## src/rtl/ctrl_sequencer_pkg.sv

```systemverilog
// Shared opcode, FSM-state and instruction-field definitions for ctrl_sequencer.
// Flag logic elsewhere is built only when SEQ_FLAGS_EN is defined.
package ctrl_seq_pkg;

    typedef enum logic [3:0] {
        OP_NOP = 4'd0,
        OP_LDI = 4'd1,
        OP_MOV = 4'd2,
        OP_ADD = 4'd3,
        OP_SUB = 4'd4,
        OP_AND = 4'd5,
        OP_OR  = 4'd6,
        OP_XOR = 4'd7,
        OP_SHL = 4'd8,
        OP_SHR = 4'd9
    } op_e;

    typedef enum logic [1:0] {
        ST_IDLE,
        ST_READ,
        ST_EXEC,
        ST_WRITE
    } state_e;

    localparam int unsigned DATA_W = 16;
    localparam int unsigned SEL_W  = 3;
    localparam int unsigned OP_LSB = 12;
    localparam int unsigned D_LSB  = 9;
    localparam int unsigned A_LSB  = 6;
    localparam int unsigned B_LSB  = 3;
    localparam int unsigned IMM_W  = 9;

    function automatic logic [3:0] instr_op(input logic [15:0] instr);
        return instr[OP_LSB +: 4];
    endfunction

    function automatic logic [SEL_W-1:0] instr_d(input logic [15:0] instr);
        return instr[D_LSB +: SEL_W];
    endfunction

    function automatic logic [SEL_W-1:0] instr_a(input logic [15:0] instr);
        return instr[A_LSB +: SEL_W];
    endfunction

    function automatic logic [SEL_W-1:0] instr_b(input logic [15:0] instr);
        return instr[B_LSB +: SEL_W];
    endfunction

    function automatic logic [IMM_W-1:0] instr_imm(input logic [15:0] instr);
        return instr[IMM_W-1:0];
    endfunction

    function automatic logic op_illegal(input logic [3:0] op);
        return op > OP_SHR;
    endfunction

    // Ops that produce a write-back result (LDI..SHR).
    function automatic logic op_writes(input logic [3:0] op);
        return (op != OP_NOP) && !op_illegal(op);
    endfunction

endpackage

```

## src/rtl/ctrl_sequencer_if.sv

```systemverilog
// Instruction handshake and register-file bus between ctrl_sequencer and its environment.
// master = sequencer side, slave = instruction source / register file side.
interface ctrl_sequencer_if;
    logic [15:0] INSTR;
    logic        IVALID;
    logic        IREADY;
    logic [15:0] ABUS;
    logic [15:0] BBUS;
    logic [2:0]  ASEL;
    logic [2:0]  BSEL;
    logic [2:0]  DSEL;
    logic [15:0] DIN;
    logic [15:0] RIN;
    logic        DONE;
    logic        ILLEGAL;
    logic        ZF;
    logic        CF;
    logic        NF;

    modport master (
        input  INSTR, IVALID, ABUS, BBUS,
        output IREADY, ASEL, BSEL, DSEL, DIN, RIN, DONE, ILLEGAL, ZF, CF, NF
    );

    modport slave (
        output INSTR, IVALID, ABUS, BBUS,
        input  IREADY, ASEL, BSEL, DSEL, DIN, RIN, DONE, ILLEGAL, ZF, CF, NF
    );
endinterface

```

## src/rtl/ctrl_sequencer_alu.sv

```systemverilog
// Combinational datapath for ctrl_sequencer: result and carry/borrow/shifted-out bit.
module seq_alu
    import ctrl_seq_pkg::*;
(
    input  logic [3:0]  op,
    input  logic [15:0] a,
    input  logic [15:0] b,
    output logic [15:0] result,
    output logic        carry
);

    logic [16:0] wide;

    // SHL carries out of bit 16; SHR shifts through an extra LSB so the
    // last bit shifted out lands in wide[0].
    always_comb begin
        wide   = '0;
        result = '0;
        carry  = 1'b0;
        case (op)
            OP_LDI, OP_MOV: wide = {1'b0, a};
            OP_ADD:         wide = {1'b0, a} + {1'b0, b};
            OP_SUB:         wide = {1'b0, a} - {1'b0, b};
            OP_AND:         wide = {1'b0, a & b};
            OP_OR:          wide = {1'b0, a | b};
            OP_XOR:         wide = {1'b0, a ^ b};
            OP_SHL:         wide = {1'b0, a} << b[3:0];
            OP_SHR:         wide = {a, 1'b0} >> b[3:0];
            default:        wide = '0;
        endcase
        if (op == OP_SHR) begin
            result = wide[16:1];
            carry  = wide[0];
        end else begin
            result = wide[15:0];
            carry  = wide[16];
        end
    end

endmodule

```

## src/rtl/ctrl_sequencer.sv

```systemverilog
// Four-state instruction sequencer (IDLE/READ/EXEC/WRITE) driving a register file.
// Define SEQ_FLAGS_EN to build the ZF/CF/NF flag registers; otherwise flags are tied 0.
module ctrl_sequencer
    import ctrl_seq_pkg::*;
(
    input logic              CLK,
    input logic              RST,
    ctrl_sequencer_if.master bus
);

    state_e      state_q, state_d;
    logic [3:0]  op_q, op_d;
    logic [2:0]  dst_q, dst_d;
    logic [2:0]  asel_q, asel_d;
    logic [2:0]  bsel_q, bsel_d;
    logic [2:0]  dsel_q, dsel_d;
    logic [15:0] din_q, din_d;
    logic [15:0] rin_q, rin_d;
    logic        done_q, done_d;
    logic        illegal_q, illegal_d;
    logic [15:0] alu_result;
    logic        alu_carry;
`ifdef SEQ_FLAGS_EN
    logic        zf_q, zf_d;
    logic        cf_q, cf_d;
    logic        nf_q, nf_d;
`endif

    seq_alu u_alu (
        .op     (op_q),
        .a      (bus.ABUS),
        .b      (bus.BBUS),
        .result (alu_result),
        .carry  (alu_carry)
    );

    always_comb begin
        state_d   = state_q;
        op_d      = op_q;
        dst_d     = dst_q;
        asel_d    = asel_q;
        bsel_d    = bsel_q;
        din_d     = din_q;
        rin_d     = rin_q;
        dsel_d    = '0;
        done_d    = 1'b0;
        illegal_d = 1'b0;
`ifdef SEQ_FLAGS_EN
        zf_d      = zf_q;
        cf_d      = cf_q;
        nf_d      = nf_q;
`endif
        case (state_q)
            ST_IDLE: begin
                if (bus.IVALID) begin
                    op_d    = instr_op(bus.INSTR);
                    dst_d   = instr_d(bus.INSTR);
                    state_d = ST_READ;
                    if (op_illegal(instr_op(bus.INSTR))) begin
                        illegal_d = 1'b1;
                        asel_d    = '0;
                        bsel_d    = '0;
                        din_d     = '0;
                    end else if (instr_op(bus.INSTR) == OP_LDI) begin
                        asel_d = '0;
                        bsel_d = instr_b(bus.INSTR);
                        din_d  = {{(DATA_W-IMM_W){1'b0}}, instr_imm(bus.INSTR)};
                    end else begin
                        asel_d = instr_a(bus.INSTR);
                        bsel_d = instr_b(bus.INSTR);
                        din_d  = '0;
                    end
                end
            end
            ST_READ: begin
                state_d = op_illegal(op_q) ? ST_IDLE : ST_EXEC;
            end
            // Selects and DIN stay put through EXEC so LDI still reads its immediate on ABUS.
            ST_EXEC: begin
                rin_d   = alu_result;
                dsel_d  = op_writes(op_q) ? dst_q : '0;
                done_d  = 1'b1;
                state_d = ST_WRITE;
`ifdef SEQ_FLAGS_EN
                if (op_writes(op_q)) begin
                    zf_d = (alu_result == '0);
                    nf_d = alu_result[15];
                    cf_d = alu_carry;
                end
`endif
            end
            ST_WRITE: begin
                asel_d  = '0;
                bsel_d  = '0;
                din_d   = '0;
                state_d = ST_IDLE;
            end
            default: state_d = ST_IDLE;
        endcase
    end

    always_ff @(posedge CLK or negedge RST) begin
        if (!RST) begin
            state_q   <= ST_IDLE;
            op_q      <= '0;
            dst_q     <= '0;
            asel_q    <= '0;
            bsel_q    <= '0;
            dsel_q    <= '0;
            din_q     <= '0;
            rin_q     <= '0;
            done_q    <= 1'b0;
            illegal_q <= 1'b0;
`ifdef SEQ_FLAGS_EN
            zf_q      <= 1'b0;
            cf_q      <= 1'b0;
            nf_q      <= 1'b0;
`endif
        end else begin
            state_q   <= state_d;
            op_q      <= op_d;
            dst_q     <= dst_d;
            asel_q    <= asel_d;
            bsel_q    <= bsel_d;
            dsel_q    <= dsel_d;
            din_q     <= din_d;
            rin_q     <= rin_d;
            done_q    <= done_d;
            illegal_q <= illegal_d;
`ifdef SEQ_FLAGS_EN
            zf_q      <= zf_d;
            cf_q      <= cf_d;
            nf_q      <= nf_d;
`endif
        end
    end

    assign bus.IREADY  = (state_q == ST_IDLE);
    assign bus.ASEL    = asel_q;
    assign bus.BSEL    = bsel_q;
    assign bus.DSEL    = dsel_q;
    assign bus.DIN     = din_q;
    assign bus.RIN     = rin_q;
    assign bus.DONE    = done_q;
    assign bus.ILLEGAL = illegal_q;
`ifdef SEQ_FLAGS_EN
    assign bus.ZF      = zf_q;
    assign bus.CF      = cf_q;
    assign bus.NF      = nf_q;
`else
    assign bus.ZF      = 1'b0;
    assign bus.CF      = 1'b0;
    assign bus.NF      = 1'b0;
`endif

endmodule

```

## src/flat_wrapper.sv

```systemverilog
// flat-port wrapper written by rule: the top's interface ports become plain ports
module ctrl_sequencer_flat import ctrl_seq_pkg::*;
  (CLK, RST, bus_INSTR, bus_IVALID, bus_ABUS, bus_BBUS, bus_IREADY, bus_ASEL, bus_BSEL, bus_DSEL, bus_DIN, bus_RIN, bus_DONE, bus_ILLEGAL, bus_ZF, bus_CF, bus_NF);
  ctrl_sequencer_if bus_i ();
  input logic CLK;
  input logic RST;
  input wire logic [$bits(bus_i.INSTR)-1:0] bus_INSTR;
  input wire logic [$bits(bus_i.IVALID)-1:0] bus_IVALID;
  input wire logic [$bits(bus_i.ABUS)-1:0] bus_ABUS;
  input wire logic [$bits(bus_i.BBUS)-1:0] bus_BBUS;
  output wire logic [$bits(bus_i.IREADY)-1:0] bus_IREADY;
  output wire logic [$bits(bus_i.ASEL)-1:0] bus_ASEL;
  output wire logic [$bits(bus_i.BSEL)-1:0] bus_BSEL;
  output wire logic [$bits(bus_i.DSEL)-1:0] bus_DSEL;
  output wire logic [$bits(bus_i.DIN)-1:0] bus_DIN;
  output wire logic [$bits(bus_i.RIN)-1:0] bus_RIN;
  output wire logic [$bits(bus_i.DONE)-1:0] bus_DONE;
  output wire logic [$bits(bus_i.ILLEGAL)-1:0] bus_ILLEGAL;
  output wire logic [$bits(bus_i.ZF)-1:0] bus_ZF;
  output wire logic [$bits(bus_i.CF)-1:0] bus_CF;
  output wire logic [$bits(bus_i.NF)-1:0] bus_NF;
  assign bus_i.INSTR = bus_INSTR;
  assign bus_i.IVALID = bus_IVALID;
  assign bus_i.ABUS = bus_ABUS;
  assign bus_i.BBUS = bus_BBUS;
  assign bus_IREADY = bus_i.IREADY;
  assign bus_ASEL = bus_i.ASEL;
  assign bus_BSEL = bus_i.BSEL;
  assign bus_DSEL = bus_i.DSEL;
  assign bus_DIN = bus_i.DIN;
  assign bus_RIN = bus_i.RIN;
  assign bus_DONE = bus_i.DONE;
  assign bus_ILLEGAL = bus_i.ILLEGAL;
  assign bus_ZF = bus_i.ZF;
  assign bus_CF = bus_i.CF;
  assign bus_NF = bus_i.NF;
  ctrl_sequencer u_core (.CLK(CLK), .RST(RST), .bus(bus_i));
endmodule
```

## config.mk

```make
export PLATFORM = sky130hd
export DESIGN_NAME = ctrl_sequencer_flat
export DESIGN_NICKNAME = d
export VERILOG_FILES = /design/src/rtl/ctrl_sequencer_pkg.sv /design/src/rtl/ctrl_sequencer_if.sv /design/src/rtl/ctrl_sequencer_alu.sv /design/src/rtl/ctrl_sequencer.sv /design/src/flat_wrapper.sv
export SDC_FILE = /design/constraint.sdc
export NUM_CORES = 1
export LEC_CHECK = 0
export CAP_MARGIN = 20
export CELL_PAD_IN_SITES_DETAIL_PLACEMENT = 2
export CELL_PAD_IN_SITES_GLOBAL_PLACEMENT = 2
export CORE_MARGIN = 2
export CORE_UTILIZATION = 29
export DETAILED_ROUTE_END_ITERATION = 12
export PLACE_DENSITY_LB_ADDON = 0.08
export SLEW_MARGIN = 20
export SYNTH_ARGS = -nofsm -noshare
export SYNTH_HDL_FRONTEND = slang
export SYNTH_SLANG_ARGS = --single-unit
```

## constraint.sdc

```tcl
create_clock -name CLK -period 3.43 [get_ports CLK]
set_input_delay 0.8575 -clock CLK [delete_from_list [all_inputs] [get_ports CLK]]
set_output_delay 0.8575 -clock CLK [all_outputs]
set_load 0.02 [all_outputs]
```

# ---- After elaboration in Yosys (flattened, before gate mapping)
# Index checks and enable logic that the tools add are counted.
dict set report classes {
  n_lt_le_gt_ge 2
  n_eq_ne 14
  n_bitwise 3
  n_mux 22
  n_div 0
  addsub 2
  n_reduce_logical 8
  shifts 2
  n_mul 0
}
# operator n
set ops {}
lappend ops {{one-hot mux 17 bit (8 select lines)} 1}
lappend ops {{two-way mux 16 bit} 3}
lappend ops {{one-hot mux 16 bit (2 select lines)} 1}
lappend ops {{two-way mux 3 bit} 7}
lappend ops {{adder 16 x 16 -> 17 bit} 1}
lappend ops {{<< shifter 16 x 4 -> 17 bit} 1}
lappend ops {{>> shifter 17 x 4 -> 17 bit} 1}
lappend ops {{subtractor 16 x 16 -> 17 bit} 1}
lappend ops {{bitwise AND 16 bit} 1}
lappend ops {{== test 4 x 3 -> 1 bit, second input constant} 4}
lappend ops {{bitwise OR 16 bit} 1}
lappend ops {{XOR 16 bit} 1}
lappend ops {{one-hot mux 3 bit (2 select lines)} 2}
lappend ops {{two-way mux 9 bit} 1}
lappend ops {{== test 4 x 1 -> 1 bit, second input constant} 2}
lappend ops {{== test 4 x 2 -> 1 bit, second input constant} 2}
lappend ops {{== test 4 bit, second input constant} 2}
lappend ops {{> comparator 4 bit, second input constant} 2}
lappend ops {{one-hot mux 2 bit (4 select lines)} 1}
lappend ops {{== test 2 bit, second input constant} 2}
lappend ops {{two-way mux 1 bit} 4}
lappend ops {{two-way mux 2 bit} 2}
lappend ops {{AND reduction 2 bit} 2}
lappend ops {{nonzero test 4 bit} 1}
lappend ops {{other kinds (7)} 7}
dict set report word_totals {
  output_inout_bits 47
  memories 0
  latchBits 0
  input_bits 51
  wordCells 63
  romBits 0
  mem_bits_rw 0
  register_bits 52
}

# ---- Longest topological paths before layout
# Gate-level depths: netlist of the first run.
dict set report logic_depth {
  ltp_word 5
  mapped_depth 17
  mapped_depth_nobuf 14
}

# ---- Hierarchy
# A second synthesis of the first run with hierarchy kept.
dict set report hier_totals {
  hier_cells 668
  area_unflattened_um2 5661.7
}
# mod area_per_inst_um2 n_inst cells_each
set modules_own_cells {}
lappend modules_own_cells {seq_alu 3857.4 1 543}
lappend modules_own_cells {ctrl_sequencer 1804.2 1 125}

# ---- Worst setup path after synthesis of the first run
# No wires, ideal clock.
dict set report synth_path {
  kind {input port to flip-flop}
  startpoint {input port bus_BBUS[1]}
  endpoint {register u_core.rin_q[13], in the netlist u_core.bus.RIN[13]}
  setup_slack_ns -0.263
  t_arrival_ns 3.563
  t_required_ns 3.299
  path_buffers 4
  cell_stages 16
  path_cell_list {buf_6 buf_12 buf_12 buf_6 nor2_1 nand2_1 o41ai_1 xnor2_1 ha_1 nand2_1 or3_1 o21ai_0 o31ai_2 xnor2_1 a2111oi_1 nor2_1}
}
dict set report synth_via {
  elab_chain_len 3
}
# element line_no
set synth_lines {}
lappend synth_lines {{from (decl)} flat_wrapper.sv:10} ;# input wire logic [$bits(bus_i.BBUS)-1:0] bus_BBUS;
lappend synth_lines {{subtractor 16 x 16 -> 17 bit, or another cell as far along} ctrl_sequencer_alu.sv:23} ;# OP_SUB: wide = {1'b0, a} - {1'b0, b};
lappend synth_lines {{one-hot mux 17 bit (8 select lines) *} ctrl_sequencer_alu.sv:20} ;# case (op)
lappend synth_lines {{two-way mux 16 bit *} ctrl_sequencer_alu.sv:31} ;# if (op == OP_SHR) begin
lappend synth_lines {{to (signal assigned)} ctrl_sequencer.sv:127} ;# rin_q <= rin_d;
lappend synth_lines {{to (decl)} ctrl_sequencer.sv:18} ;# logic [15:0] rin_q, rin_d;
# Every way passes the cells marked *; elsewhere a longest branch is shown, timed or not.
# A chain may end at the register's enable or synchronous reset.

# ---- Worst setup path after layout of the first run
dict set report layout_path {
  startpoint {input port bus_BBUS[2]}
  endpoint {register u_core.rin_q[10], in the netlist u_core.bus.RIN[10]}
}
# Same word-level chain as after synthesis.

==> results of run 1 <==
## sequential cells by signal (all words and copies together) (netlist names), named ones only
register / flops
u_core.bus.DIN: 9
u_core.bus.BSEL: 3
u_core.bus.RIN: 16
u_core.dst_q: 3
u_core.bus.ILLEGAL: 1
u_core.bus.DSEL: 3
u_core.op_q: 4
u_core.state_q: 1
u_core.bus.DONE: 1
u_core.bus.ASEL: 3
## area by class of cell
type / instances / area share (%)
clock buffers: 5 / 1.603
clock inverters: 2 / 0.4970
inverters: 46 / 2.213
multi-input cells: 587 / 54.74
flip-flops and latches: 45 / 14.43
well taps: 265 / 4.249
repair buffers: 201 / 22.27
## Yosys cell counts (all sizes together) (3+ instances only)
cell type and number:
nor3 7, a21o 5, a211oi 10, a2111oi 3, buf 36, nand3 8
nand2b 7, o22ai 7, inv 45, a21oi 54, o2111ai 3, o21a 5
o211ai 3, xnor2 20, o21ai 65, a22o 6, a22oi 24, a31oi 8
mux2i 23, o221ai 5, mux2 16, clkbuf 20, dfrtp 45, nor4 4
and2 12, nand2 83, nor2 77, a221oi 6, xor2 3, ha 50
and3 3, mux4 10, nor2b 11, or3 3, o31ai 6, a32oi 3
## power groups by stage
| stage | Clock (mW) | Combinational (mW) | Sequential (mW) |
|---|---|---|---|
| after floorplan | 0 | 1.77 | 1.06 |
| after global placement | 0 | 3.39 | 0.910 |
| after detailed placement | 0 | 3.49 | 0.931 |
| after CTS | 0.588 | 3.58 | 0.925 |
| after global routing | 0.603 | 3.94 | 0.948 |
| final | 0.574 | 3.69 | 0.919 |
## through the flow
step	std cells	setup slack (ns)	utilization, %	hold slack (ns)	total power [mW]
floorplan	734	-0.1078	-	0.4494	2.823
global placement	1136	-0.5540	38.23	0.4647	4.300
detailed placement	1136	-0.7541	38.25	0.4734	4.425
CTS	1148	0.001766	39.57	0.5026	5.090
global route	1151	-0.006734	40.36	0.5362	5.491
finish	1151	0.1171	40.36	0.5046	5.185
## cells by family (layout without fill, tap and decap cells)
| kind of cell | count (synthesis) | count (layout) | share of synthesized area [%] |
|---|---|---|---|
| compound gates | 231 | 231 | 26.66 |
| other cells | 1 | 10 | 0.06625 |
| xor+xnor | 23 | 23 | 3.559 |
| mux | 49 | 49 | 11.43 |
| buf+inv | 102 | 254 | 9.085 |
| fa+ha+maj | 51 | 51 | 11.41 |
| flops | 45 | 45 | 19.89 |
| simple gates | 223 | 223 | 17.90 |
## per-layer routing
metal | routed length [um] | vias up | GRT usage (%)
met5 | 0 | - | 0
met4 | 1129 | 0 | 10.73
met3 | 1235 | 49 | 3.965
met2 | 13930 | 174 | 48.50
met1 | 12340 | 3238 | 34.71
li1 | - | 2910 | -
## path summary, 6_finish.rpt
check / slack, ns / end / depth (start not counted) / from
setup reg to reg: 0.15 / u_core.bus.RIN[13]$_DFFE_PN0P_ / 15 / u_core.op_q[2]$_DFFE_PN0P_
max in group asynchronous: 2.33 / u_core.op_q[2]$_DFFE_PN0P_ / 2 / RST
min in group asynchronous: 0.66 / u_core.bus.RIN[2]$_DFFE_PN0P_ / 2 / RST
hold reg to reg: 0.50 / u_core.bus.DSEL[1]$_DFF_PN0_ / 1 / u_core.dst_q[1]$_DFFE_PN0P_
hold / removal: 0.50 / u_core.bus.DSEL[1]$_DFF_PN0_ / 1 / u_core.dst_q[1]$_DFFE_PN0P_
setup / recovery: 0.12 / u_core.bus.RIN[10]$_DFFE_PN0P_ / 16 / bus_BBUS[2]
## repair_timing
item	4_1_cts	5_1_grt
hold buffers	0	0
endpoints found under the setup margin	10	8
resized for setup	29	29
buffers inserted	5	3
pin swaps	15	23
## placed cells by master (no fill, tap or decap), types with 10 or more instances in the layout
master and count:
a21oi_1 45, a22oi_1 24, and2_1 11, buf_4 111, clkdlybuf4s50_1 76, conb_1 10, dfrtp_1 45, ha_1 47
inv_1 44, mux2_2 15, mux2i_1 23, nand2_1 79, nor2_1 75, nor2b_1 11, o21ai_0 55, xnor2_1 18
## critical path: stages
cell       delay [ns]
buf_6            0.10
nor4_4           0.26
buf_4            0.18
and2_4           0.20
a31oi_4          0.10
xnor2_2          0.19
ha_4             0.25
buf_4            0.13
buf_4            0.13
nand3_1          0.08
nand2_1          0.08
a21oi_2          0.19
nand2_2          0.09
xor2_1           0.16
a2111oi_2        0.35
o31ai_1          0.09
==> impl_metrics.csv, run 1 <==
group,metric,value,unit
sta,fmax,0.3019,GHz
cts,numCtsBuffers,5,
yosys,synthArstFlopShare,100.0,%
route,drt_iter0_drc,292,
layout,seq_area,1126,um2
route,vias,6371,
die,die_w,143.7,um
yosys,synth_ff_type,"dfrtp_1",
grt,grt_pass1_wl,42590,um
place,gp_congestion,0.9346,
route,route.detailed.drc,0,
power,power_density,664.5,nW/um2
sta,worst_pin_slew,0.8366,ns
yosys,syn_inst,725,
power,clockPowerShare,11.1,%
route,drt-wirelength-per-cell,24.88,um
power,p_seq_share,17.7,%
cts,cts_tree,"built",
die,rows,51,
sta,tns,0,ns
power,p_int,2.573,mW
yosys,synth.yosys.warnings,0,
yosys,postSynthAreaPerCell,7.807,um2
grt,overflow,0,
power,switching_share,50.37,%
cts,cts_sinks,45,
power,power_frac_comb,71.2,%
route,ant_nets,0,
sta,slew_violations,0,
die,core_area,19330,um2
sta,finalHoldViolCount,0,
route,firstDrtPassIters,4,
hold_path,hold_class,"reg -> reg",
sta,setup_violations,0,
layout,multi_input_area,4272,um2
sta,post-route-period-util,96.59,%
place,portBuffers,87,
layout,fill_cells,2229,
place,hpwl,22470,um
yosys,synth_area_leaders,"dfrtp_1 (20%), ha_1 (11%), nand2_1 (5.5%)",
cts,clk_pin_slew_worst_paths,0.07,ns
run,cap_viol_max_count,0,
die,start_util,29.28,%
cts,worstSkewPairLatency,0.30,ns
yosys,synth_edf_count,0,
die,die_h,143.7,um
layout,postLayoutCellArea,7804,um2
yosys,synth-seq-cells,45,
route,vias_per_cell,5.535,
yosys,yosys.cell_types.count,73,
power,switchingPower,2.612,mW
grt,first_global_vias,6969,
power,ir_drop,0.0003120,V
cts,htreeDepth,2,
place,postPlaceCellArea,7396,um2
layout,diodes,0,
layout,fin_nets,988,
worst_setup_path,startpoint_type,"input pin",
layout,area_delta_synth_final,37.86,%
sta,clock_skew,0.007456,ns
yosys,synth_top_area_share,19.89,%
worst_setup_path,path_class,"in -> reg",
grt,antenna_found_initial,0,
layout,drive_gt1_share,22.23,%
cts,clock_path_buffers,2,
route,routed_wl,28640,um
grt,grt.total_usage,27.84,%
run_status,status,"finished clean",
grt,grt_max_degree,46,
worst_setup_path,worstPathRequired,3.58,ns
yosys,synth_top_area_cell,"dfrtp_1",
power,leakage,3.423,nW
yosys,ys_seq_area_share,19.89,%
cts,root_buffer,"clkbuf_16",
die,ios,98,
worst_setup_path,arrival,3.46,ns
worst_setup_path,cp-end-kind,"register",
sta,layout_min_cycle_time,3.313,ns
yosys,netlist_area,5660,um2
sta,slew_headroom,44.23,%
worst_setup_path,path_max_fanout,4,
die,die-area,20650,um2
Power figures use the tool's default switching activity.
==> run 2, diff against run 1 <==
--- a/config.mk
+++ b/config.mk
@@ -15,4 +15,5 @@
 export SLEW_MARGIN = 20
 export SYNTH_ARGS = -nofsm -noshare
 export SYNTH_HDL_FRONTEND = slang
+export SYNTH_HIERARCHICAL = 1
 export SYNTH_SLANG_ARGS = --single-unit
==> run 2 against run 1 <==
  * The flow now finishes with violations (setup timing)
  * Sequential cell count stayed put
  * Maximum frequency is 10% lower
  * Non-clock buffer count is 46 higher
  * Sequential share of layout area is 0.58 points lower
  * Via count is 3.5% lower
  * Sequential power is 10% lower
  * Critical path depth is 1 lower
  * Synthesized cell count is 11% lower
  * Clock-buffer cell count stayed put
==> impl_metrics.csv, run 2 <==
group,metric,value,unit
run_status,status,"complete, but fails checks",
run_status,violations,"setup timing",
worst_setup_path,arrival,3.87,ns
die,ios,98,
die,die-area,20170,um2
place,hpwl,20690,um
power,switching_share,46.76,%
grt,antenna_found_initial,2,
route,routed_wl,27140,um
power,leakage,3.612,nW
layout,largest_register_ffs,16,
power,p_seq_share,15.9,%
die,start_util,29.54,%
yosys,syn_inst,648,
grt,grtUsageMet3,3.701,%
worst_setup_path,startpoint_type,"input pin",
sta,layout_min_cycle_time,3.688,ns
worst_setup_path,rr_worst_depth,15,
yosys,postSynthAreaPerCell,8.527,um2
run,cap_viol_max_count,0,
cts,cts_tree,"built",
layout,area_delta_synth_final,47.19,%
cts,clk_pin_slew_worst_paths,0.07,ns
place,portBuffers,87,
layout,final_common_cell,"buf_4",
layout,finish.utilization,43.48,%
route,vias_per_cell,5.620,
power,power,5.175,mW
worst_setup_path,path_max_fanout,3,
hold_path,hold_class,"reg -> reg",
grt,overflow,0,
sta,worst_pin_slew,1.076,ns
sta,fmax,0.2711,GHz
hold_path,hold_path_end,"u_core/bus.DSEL[1]$_DFF_PN0_",
yosys,synth.yosys.warnings,6,
grt,grt.total_usage,26.07,%
worst_setup_path,r2r-end,"u_core/bus.RIN[11]$_DFFE_PN0P_",
cts,cts_sinks,45,
power,ir_drop,0.0003442,V
worst_setup_path,cp-end-kind,"register",
power,power_frac_comb,73.2,%
yosys,netlist_area,5525,um2
die,die_h,142.0,um
route,route.detailed.drc,0,
sta,post-route-period-util,107.5,%
worst_setup_path,critPathMaxStageDelay,0.41,ns
hold_path,hp-start,"u_core/dst_q[1]$_DFFE_PN0P_",
sta,rsz0062_at_grt,"yes",
sta,slew_violations,0,
power,switchingPower,2.420,mW
cts,worstSkewPairLatency,0.29,ns
grt,top_usage_layer,"met2",
cts,cts_hold_buf,0,
route,firstDrtPassIters,6,
sta,slew_headroom,28.28,%
place,gp_congestion,0.9416,
layout,finalNonFillerCells,1094,
power,power_density,636.3,nW/um2
worst_setup_path,worstReg2RegStart,"u_core/op_q[3]$_DFFE_PN0P_",
cts,clock_path_buffers,2,
grt,grt_pass1_wl,40290,um
route,ant_nets,0,
die,die_w,142.0,um
worst_setup_path,path_cells,"buf_6 -> or3_4 -> nor2_4 -> nand3_4 -> o41ai_4 -> xnor2_1 -> ha_1 -> inv_2 -> o22ai_4 -> a311oi_4 -> buf_4 -> xnor2_2 -> a211oi_2 -> o22ai_1 -> mux2_4",
worst_setup_path,slowest_stage,"or3_4",
place,dp_cells,1073,
worst_setup_path,critPathBufInv,3,
grt,grt_max_degree,50,
hold_path,holdPathStages,1,
cts,root_buffer,"clkbuf_16",
grt,grt_use_met1,35.41,%
layout,fin_nets,960,
sta,finalHoldViolCount,0,
grt,grt_use_met2,44.32,%
die,rows,50,
worst_setup_path,reg2reg_slack,-0.03,ns
worst_setup_path,critPathTopFamily,"compound AO/OA/AOI/OAI gates",
route,drt-wirelength-per-cell,24.81,um
route,vias,6148,
worst_setup_path,worstPathRequired,3.61,ns
sta,fin_ws,-0.2585,ns
route,drt_iter0_drc,277,
cts,numCtsBuffers,5,
layout,drive_gt1_share,33.53,%
power,clockPowerShare,10.9,%
sta,setup_violations,8,
power,p_int,2.755,mW
die,core_area,18710,um2
worst_setup_path,path_class,"in -> reg",
grt,first_global_vias,6828,
layout,final_cell_mix,"buf_4 (152), clkdlybuf4s50_1 (78), nor2_1 (51), ha_1 (47)",
cts,htreeDepth,2,
sta,clock_skew,0.009869,ns
[run 2: cell types whose count changed in the layout (fill, tap and decap cells not counted), moves of 5 or more]
cell and delta:
mux2i_1 -7, inv_1 -12, a21oi_1 -11, buf_4 +41, nor2_1 -24, a22oi_1 -24
buf_6 +5, a32o_1 +12, mux2_2 +25, o21ai_0 -16, a211oi_1 +6, nand2_1 -34
[run 2: power by group through the flow]
stage | Clock, mW | Sequential, mW | Combinational, mW
floorplan | 0 | 0.961 | 1.83
global placement | 0 | 0.816 | 3.29
detailed placement | 0 | 0.831 | 3.38
CTS | 0.579 | 0.827 | 3.52
global route | 0.595 | 0.853 | 4.05
finish | 0.565 | 0.823 | 3.79
[run 2: worst register-to-register path: stages, from the launching register on]
cell,delay [ns]
dfrtp_1,0.41
nor2b_1,0.22
nand2_1,0.22
buf_4,0.24
o21ai_2,0.08
xnor2_1,0.15
ha_1,0.27
a21o_1,0.21
a21oi_4,0.23
o22ai_4,0.12
a311oi_4,0.31
buf_4,0.20
xnor2_2,0.07
a211oi_2,0.20
o22ai_1,0.12
mux2_4,0.29
[run 2: how the worst max path moves through the flow]
stage | start | to | slack, ns | cells past startpoint
2_1_floorplan | bus_BBUS[3] | u_core/bus.RIN[13]$_DFFE_PN0P_ | -0.21 | 14
3_3_place_gp | bus_BBUS[4] | u_core/bus.RIN[13]$_DFFE_PN0P_ | -0.86 | 14
3_5_place_dp | bus_BBUS[4] | u_core/bus.RIN[13]$_DFFE_PN0P_ | -1.0 | 14
4_1_cts | bus_BBUS[3] | u_core/bus.RIN[11]$_DFFE_PN0P_ | -0.14 | 15
5_1_grt | bus_BBUS[7] | u_core/bus.RIN[11]$_DFFE_PN0P_ | -0.38 | 13
6_report | bus_BBUS[3] | u_core/bus.RIN[11]$_DFFE_PN0P_ | -0.26 | 15
[run 2: metal layers]
layer  vias up  share of wire, %
li1       2788                 -
met4         0               1.8
met3        31               4.0
met2       154                49
met1      3175                45
met5         -                 0
[run 2: repair_timing]
action / CTS / global route
setup buffers: 8 / 5
resized for setup: 41 / 51
endpoints found under the setup margin: 11 / 11
pin swaps: 20 / 25
[run 2: cell type report]
type	instances	area [um2]
clock inverters	3	46.29
repair buffers	247	2106
inverters	36	140.1
diodes	1	2.502
well taps	234	292.8
flip-flops and latches	45	1126
fillers	2072	10570
multi-input cells	523	4294
clock buffers	5	125.1
[run 2: stage by stage]
stage / setup TNS [ns] / cell area, um2 / hold slack [ns] / setup slack (ns)
2_1_floorplan: -0.5370 / 5638 / 0.4474 / -0.2122
3_3_place_gp: -7.194 / 7559 / 0.4609 / -0.8628
3_5_place_dp: -8.504 / 7559 / 0.4678 / -0.9980
4_1_cts: -0.5681 / 7893 / 0.4890 / -0.1393
5_1_grt: -1.951 / 8133 / 0.5094 / -0.3759
6_report: -1.021 / 8133 / 0.4792 / -0.2585
